$ cat src/rtl/fifo_srl_feeder_if.sv
// Stream and FIFO-write bundle for fifo_srl_feeder.
// The slave modport is the feeder's view; master is the upstream/FIFO side.
interface fifo_srl_feeder_if #(
  parameter int WIDTH = 16
);
  logic [WIDTH-1:0] s_data;
  logic             s_last;
  logic             s_valid;
  logic             s_ready;
  logic [WIDTH:0]   fifo_di;
  logic             fifo_wren;
  logic             fifo_full;
  logic             fifo_afull;

  modport slave (
    input  s_data, s_last, s_valid, fifo_full, fifo_afull,
    output s_ready, fifo_di, fifo_wren
  );

  modport master (
    output s_data, s_last, s_valid, fifo_full, fifo_afull,
    input  s_ready, fifo_di, fifo_wren
  );
endinterface

$ cat src/rtl/fifo_srl_feeder.sv
// Fixed-latency write feeder for the SRL FWFT FIFO, with flush/drain control.
// Optional drop-on-full overflow check is built when FIFO_FEEDER_OVF_CHK_EN is defined.
module fifo_srl_feeder #(
  parameter int WIDTH = 16,
  parameter int LAT   = 2
) (
  input  logic               clk,
  input  logic               rst_n,
  fifo_srl_feeder_if.slave   bus,
  input  logic               flush,
  output logic               flush_done,
  output logic               busy,
  output logic [15:0]        wr_count,
  output logic               ovf
);

  typedef enum logic [1:0] {
    ST_RUN   = 2'd0,
    ST_DRAIN = 2'd1,
    ST_DONE  = 2'd2
  } state_t;

  state_t           r_state;
  logic             r_flush_done;
  logic [LAT-1:0]   r_vld;
  logic [LAT-1:0]   r_last;
  logic [WIDTH-1:0] r_data [LAT];
  logic [15:0]      r_wr_count;

  logic w_accept;
  logic w_last_vld;
  logic w_wren;

  assign bus.s_ready = (r_state == ST_RUN) & ~bus.fifo_afull & ~flush;
  assign w_accept    = bus.s_valid & bus.s_ready;

  // Free-running shift pipeline: no stall, so the afull margin must cover LAT words.
  always_ff @(posedge clk or negedge rst_n) begin
    if (!rst_n) begin
      r_vld  <= '0;
      r_last <= '0;
      for (int i = 0; i < LAT; i++) begin
        r_data[i] <= '0;
      end
    end else begin
      r_vld[0]  <= w_accept;
      r_last[0] <= bus.s_last;
      r_data[0] <= bus.s_data;
      for (int i = 1; i < LAT; i++) begin
        r_vld[i]  <= r_vld[i-1];
        r_last[i] <= r_last[i-1];
        r_data[i] <= r_data[i-1];
      end
    end
  end

  assign w_last_vld  = r_vld[LAT-1];
  assign bus.fifo_di = {r_last[LAT-1], r_data[LAT-1]};
  assign busy        = |r_vld;

`ifdef FIFO_FEEDER_OVF_CHK_EN
  logic w_drop;
  logic r_ovf;

  assign w_drop = w_last_vld & bus.fifo_full;
  assign w_wren = w_last_vld & ~bus.fifo_full;
  assign ovf    = r_ovf | w_drop;

  always_ff @(posedge clk or negedge rst_n) begin
    if (!rst_n) begin
      r_ovf <= 1'b0;
    end else if (w_drop) begin
      r_ovf <= 1'b1;
    end
  end
`else
  logic w_unused_full;

  assign w_unused_full = bus.fifo_full;
  assign w_wren        = w_last_vld;
  assign ovf           = 1'b0;
`endif

  assign bus.fifo_wren = w_wren;

  always_ff @(posedge clk or negedge rst_n) begin
    if (!rst_n) begin
      r_wr_count <= '0;
    end else if (w_wren) begin
      r_wr_count <= r_wr_count + 16'd1;
    end
  end

  assign wr_count = r_wr_count;

  // An empty pipeline at flush time skips DRAIN and reports done on the next cycle.
  always_ff @(posedge clk or negedge rst_n) begin
    if (!rst_n) begin
      r_state      <= ST_RUN;
      r_flush_done <= 1'b0;
    end else begin
      case (r_state)
        ST_RUN: begin
          r_flush_done <= 1'b0;
          if (flush) begin
            if (busy) begin
              r_state <= ST_DRAIN;
            end else begin
              r_state      <= ST_DONE;
              r_flush_done <= 1'b1;
            end
          end
        end
        ST_DRAIN: begin
          if (!busy) begin
            r_state      <= ST_DONE;
            r_flush_done <= 1'b1;
          end
        end
        ST_DONE: begin
          r_state      <= ST_RUN;
          r_flush_done <= 1'b0;
        end
        default: begin
          r_state      <= ST_RUN;
          r_flush_done <= 1'b0;
        end
      endcase
    end
  end

  assign flush_done = r_flush_done;

endmodule

$ cat src/flat_wrapper.sv
// flat-port wrapper written by rule: the top's interface ports become plain ports
module fifo_srl_feeder_flat 
#(
  parameter int WIDTH = 16,
  parameter int LAT   = 2
)
  (clk, rst_n, flush, flush_done, busy, wr_count, ovf, bus_s_data, bus_s_last, bus_s_valid, bus_fifo_full, bus_fifo_afull, bus_s_ready, bus_fifo_di, bus_fifo_wren);
  fifo_srl_feeder_if #(.WIDTH(WIDTH)) bus_i ();
  input  logic clk;
  input  logic rst_n;
  input  logic flush;
  output logic flush_done;
  output logic busy;
  output logic [15:0] wr_count;
  output logic ovf;
  input wire logic [$bits(bus_i.s_data)-1:0] bus_s_data;
  input wire logic [$bits(bus_i.s_last)-1:0] bus_s_last;
  input wire logic [$bits(bus_i.s_valid)-1:0] bus_s_valid;
  input wire logic [$bits(bus_i.fifo_full)-1:0] bus_fifo_full;
  input wire logic [$bits(bus_i.fifo_afull)-1:0] bus_fifo_afull;
  output wire logic [$bits(bus_i.s_ready)-1:0] bus_s_ready;
  output wire logic [$bits(bus_i.fifo_di)-1:0] bus_fifo_di;
  output wire logic [$bits(bus_i.fifo_wren)-1:0] bus_fifo_wren;
  assign bus_i.s_data = bus_s_data;
  assign bus_i.s_last = bus_s_last;
  assign bus_i.s_valid = bus_s_valid;
  assign bus_i.fifo_full = bus_fifo_full;
  assign bus_i.fifo_afull = bus_fifo_afull;
  assign bus_s_ready = bus_i.s_ready;
  assign bus_fifo_di = bus_i.fifo_di;
  assign bus_fifo_wren = bus_i.fifo_wren;
  fifo_srl_feeder #(.WIDTH(WIDTH), .LAT(LAT)) u_core (.clk(clk), .rst_n(rst_n), .bus(bus_i), .flush(flush), .flush_done(flush_done), .busy(busy), .wr_count(wr_count), .ovf(ovf));
endmodule
$ cat config.mk
export PLATFORM = sky130hd
export DESIGN_NAME = fifo_srl_feeder_flat
export DESIGN_NICKNAME = d
export VERILOG_FILES = /design/src/rtl/fifo_srl_feeder_if.sv /design/src/rtl/fifo_srl_feeder.sv /design/src/flat_wrapper.sv
export SDC_FILE = /design/constraint.sdc
export NUM_CORES = 1
export LEC_CHECK = 0
export BUFFER_PORTS_ARGS = -buffer_cell sky130_fd_sc_hd__buf_2
export CAP_MARGIN = 15
export CORE_MARGIN = 2
export CORE_UTILIZATION = 52
export CTS_BUF_LIST = sky130_fd_sc_hd__clkbuf_2
export CTS_CLUSTER_DIAMETER = 40
export CTS_CLUSTER_SIZE = 12
export DETAILED_ROUTE_END_ITERATION = 12
export PLACE_DENSITY = 0.78
export SLEW_MARGIN = 15
export SYNTH_ARGS = -nofsm -noshare
export SYNTH_HDL_FRONTEND = slang
export SYNTH_SLANG_ARGS = --single-unit
$ cat constraint.sdc
create_clock -name clk -period 2.8 [get_ports clk]
set_clock_uncertainty 0.15 [all_clocks]
set_input_delay 0.14 -clock clk [delete_from_list [all_inputs] [get_ports clk]]
set_output_delay 0.14 -clock clk [all_outputs]
set_load 0.01 [all_outputs]
Word-level counts from Yosys, hierarchy flattened
Index checks and enable logic that the tools add are counted.

Register bits: 55. Latch bits: 0. Bits in writable memories: 0. Bits in read-only memories: 0. Input bits: 23. Memories kept: 0.

Add/subtract/negate cells: 1. $mul: 0. Div/mod/pow operators: 0. $lt $le $gt $ge: 0. Eq/ne operators: 3. Shifts and indexed selects: 0. Muxes and demuxes: 8. Bitwise operators: 5. Reductions and logical operators: 3.

Operators with widths (count): $add 16x1->16 const B (1); $mux 2 (3); $ne 2x2->1 const B (2); $pmux 2 s2 (1); $and 1x1->1 (3); $mux 1 (3); $eq 2x1->1 const B (1); $logic_not 2->1 (1); $not 1->1 (2); $pmux 1 s2 (1); $reduce_and 2->1 (1); $reduce_or 2->1 (1).

Longest topological paths before layout
Word-level depth: 4. Depth in mapped cells: 5. Mapped depth without buffers: 5.

Worst setup path after synthesis
No wires, ideal clock.

Kind: register to register. From: register u_core.r_vld[1]. To: register u_core.r_wr_count[15] (netlist: u_core.wr_count[15]). Library setup time: 0.124 ns. Arrival: 1.360 ns. Required time: 2.526 ns. Setup slack: 1.166 ns. Cell stages (with the launch flop): 6. Period minus slack after synthesis: 1.634 ns. Cells stage by stage: dfrtp_1 > buf_4 > nand4_4 > nor3_4 > or3b_1 > xnor2_1.

RTL lines: start: declaration (line fifo_srl_feeder.sv:25) `logic [LAT-1:0] r_vld;`; start signal: indexed assignment (line fifo_srl_feeder.sv:50) `r_vld[i] <= r_vld[i-1];`; end signal: assignment (line fifo_srl_feeder.sv:90) `r_wr_count <= r_wr_count + 16'd1;`; end: declaration (line fifo_srl_feeder.sv:28) `logic [15:0] r_wr_count;`.

==> impl_metrics.py <==
metrics = {
    "status": {
        "status": "finished clean",
    },
    "die": {
        "rows": 21,
        "die_area_um2": 4100,
        "core_area_um2": 3390,
        "dieHeight_um": 64.0,
        "die_x_um": 64.0,
        "start_util_pct": 55.3,
        "pin_count": 61,
    },
    "power": {
        "p_sw_share_pct": 24.3,
        "power_density_nw_per_um2": 610,
        "pwr-share-comb_pct": 12.0,
        "total_leakage_power_nw": 1.22,
        "total_power_mw": 1.43,
        "p_clk_share_pct": 25.1,
        "p_seq_share_pct": 62.9,
        "vdd_drop_max_mv": 0.395,
        "p_switching_mw": 0.348,
        "internal-power_mw": 1.09,
    },
    "setup_path": {
        "crit_chain": "nand4_4 -> nor3_4 -> or3b_1 -> xnor2_1",
        "crit_required_ps": 2970,
        "crit_type": "flip-flop to flip-flop",
        "slowest_delay_ps": 580,
        "crit_path_start_kind": "flip-flop",
        "critPathMaxFanout": 8,
        "slowest_stage": "dfrtp_1",
        "r2r_start": "u_core.r_vld[1]$_DFF_PN0_",
        "crit_arrival_ps": 1900,
        "startpoint": "u_core.r_vld[1]$_DFF_PN0_",
        "end_kind": "flip-flop",
    },
    "clock_tree": {
        "cts-root-buf": "clkbuf_2",
        "cts_tree": "yes",
        "insertion_delay_ps": 400,
        "clkSlewWorstSetupHoldPaths_ps": 220,
        "cts_buffers": 5,
        "h-tree-depth": 2,
        "ctsLongestPathBuffers": 2,
        "post_cts_resized": 0,
        "clock-sinks": 55,
    },
    "final_layout": {
        "area_growth_pct": 25.5,
        "drive_gt1_share_pct": 35.1,
        "layout.nets": 218,
        "antenna_cells": 0,
        "fin_area_um2": 2350,
        "fin_cells": 240,
    },
    "place": {
        "placed_area_um2": 2080,
        "dp_cells": 212,
        "place_congestion": 0.746,
        "port_buffers": 58,
    },
    "global_routing": {
        "grt.total_usage_pct": 15.5,
        "grt_pass1_wl_um": 4690,
        "grt_overflow": 0,
        "grt_pass1_vias": 1031,
        "grt_max_degree": 56,
        "antenna_found_initial": 0,
    },
    "sta": {
        "whs_ps": 120,
        "final-setup-viol-count": 0,
        "maxSlewHeadroom_pct": 57.8,
        "rsz0062_at_grt": "false",
        "drv_slew": 0,
        "fmax_ghz": 0.577,
        "fin_crit_sh_pct": 61.9,
        "fin_crit_ps": 1730,
        "worst_pin_slew_ps": 634,
        "tns_ps": 0,
        "hold_viol_final": 0,
    },
    "yosys": {
        "synth-main-ff-cell": "dfrtp_1",
        "synth-seq-cells": 55,
        "yosysUniqueCellTypes": 22,
        "avgSynthCellArea_um2": 14.7,
        "synth_top_cell_area_share_pct": 73.5,
        "synth_area_leaders": "dfrtp_1 73%, buf_4 7.6%, xnor2_1 4.2%, xor2_1 2.8%, nand2_1 1.4%",
        "netlist_instances": 127,
        "yosysTopAreaCell": "dfrtp_1",
        "mappedNetlistArea_um2": 1870,
        "seq_area_frac_synth_pct": 73.5,
        "synth-async-reset-ratio_pct": 100,
        "synth_nets": 151,
        "yosysWarnings": 0,
        "synth_edf_count": 0,
    },
    "run": {
        "cap_violations": 0,
    },
    "routing": {
        "firstDrtPassIters": 4,
        "vias": 1095,
        "drc": 0,
        "drt_iter0_drc": 36,
        "wirelength_um": 2850,
        "antenna_violating_nets_post_route": 0,
        "wl_per_cell_um": 11.9,
        "via_per_inst": 4.56,
    },
    "worst_hold_path": {
        "hold_class": "input port to asynchronous set/reset pin",
    },
}
[cells by family (layout without fill, tap and decap cells)]
kind of cell             Yosys count  count (layout)  share of synthesized area [%]
AO/OA/AOI/OAI                      2               2                          0.534
XOR/XNOR                          15              15                           7.01
adder cells (fa/ha/maj)            1               1                          0.668
buffers and inverters             22              89                           8.22
flip-flops                        55              55                           73.5
multiplexers                       1               1                          0.601
other                              1               1                          0.200
AND/OR/NAND/NOR                   30              30                           9.29
[Yosys cell counts, types with 2 or more instances]
cell	n
nor3_1	2
nor2_1	7
nand3_1	3
inv_1	3
buf_4	19
nand2_1	7
dfrtp_1	55
xnor2_1	9
nand4_1	3
xor2_1	6
and3_1	2
[registers in the layout, summed over array words and instances (netlist names)]
name                cells
u_core.r_last           2
u_core.wr_count        16
u_core.bus.fifo_di     16
u_core.r_state          2
u_core.r_data          16
u_core.r_vld            2
u_core.flush_done       1
[repair_timing]
item | in CTS | in global routing
buffers inserted | 0 | 0
hold buffers | 21 | 0
hold endpoints to repair | 76 | 0
[metal layers]
layer / share of wire [%] / routed length [µm] / GRT usage (%) / vias to the layer above
li1: - / - / - / 518
met5: 0 / 0 / 0 / -
met2: 52 / 1490 / 26.6 / 43
met4: 1.5 / 44 / 5.71 / 0
met3: 8.2 / 234 / 6.51 / 5
met1: 38 / 1080 / 17.2 / 529
[metrics by stage]
stage	util (%)	setup WS (ps)
after CTS	69.3	1070
after floorplan	-	1170
after global routing	69.4	941
after global placement	61.3	1120
after detailed placement	61.3	1090
final	69.4	1070
[final timing paths]
kind,endpoint,slack (ps),cells after the start
worst max-delay path,u_core.wr_count[15]$_DFFE_PN0P_,1070,4
worst min-delay path,u_core.bus.fifo_di[4]$_DFF_PN0_,120,2
worst max register to register,u_core.wr_count[15]$_DFFE_PN0P_,1070,4
worst min register to register,u_core.bus.fifo_di[1]$_DFF_PN0_,230,0
max in group asynchronous,u_core.wr_count[10]$_DFFE_PN0P_,1970,2
min in group clk,u_core.r_data[24]$_DFF_PN0_,210,2
[power by group through the flow]
stage                     Clock, mW  Combinational [mW]  Sequential (mW)
final                         0.359               0.172            0.902
after global routing          0.413               0.196            0.913
after CTS                     0.376               0.174            0.903
after detailed placement          0               0.151            0.917
after global placement            0               0.147            0.913
after floorplan                   0              0.0776            0.922
[final cells by class]
cell class | count | area (µm²)
clock buffer | 6 | 30.0
clock inverter | 1 | 30.0
fill | 253 | 1040
inverter | 3 | 11.3
multi-input combinational | 50 | 343
sequential | 55 | 1380
tap | 46 | 57.6
timing repair buffer | 79 | 503
[cell usage in the layout, fill, tap and decap left out]
| master | Yosys | layout |
|---|---|---|
| bufinv_16 | 0 | 1 |
| inv_1 | 3 | 3 |
| buf_4 | 19 | 1 |
| or3_1 | 1 | 1 |
| nor3_1 | 2 | 2 |
| nor2_1 | 7 | 7 |
| mux2_2 | 1 | 1 |
| nand4_4 | 1 | 1 |
| nand2_1 | 7 | 7 |
| ha_1 | 1 | 1 |
| and2_1 | 1 | 1 |
| or3b_1 | 1 | 1 |
| nor4_1 | 1 | 1 |
| nand3_1 | 3 | 3 |
| nor3_4 | 1 | 1 |
| o21ai_0 | 1 | 1 |
| conb_1 | 1 | 1 |
| dlygate4sd3_1 | 0 | 21 |
| xnor2_1 | 9 | 9 |
| buf_2 | 0 | 57 |
| a21oi_1 | 1 | 1 |
| xor2_1 | 6 | 6 |
| and3_1 | 2 | 2 |
| dfrtp_1 | 55 | 55 |
| nand4_1 | 3 | 3 |
| clkbuf_2 | 0 | 6 |
[worst max-delay path, delay by kind of cell (launching register included)]
kind / cells / cell delay [ps]
AND/OR/NAND/NOR: 3 / 780
XOR/XNOR: 1 / 130
flip-flops: 1 / 580
No activity file was read; power rests on OpenSTA's default activity.
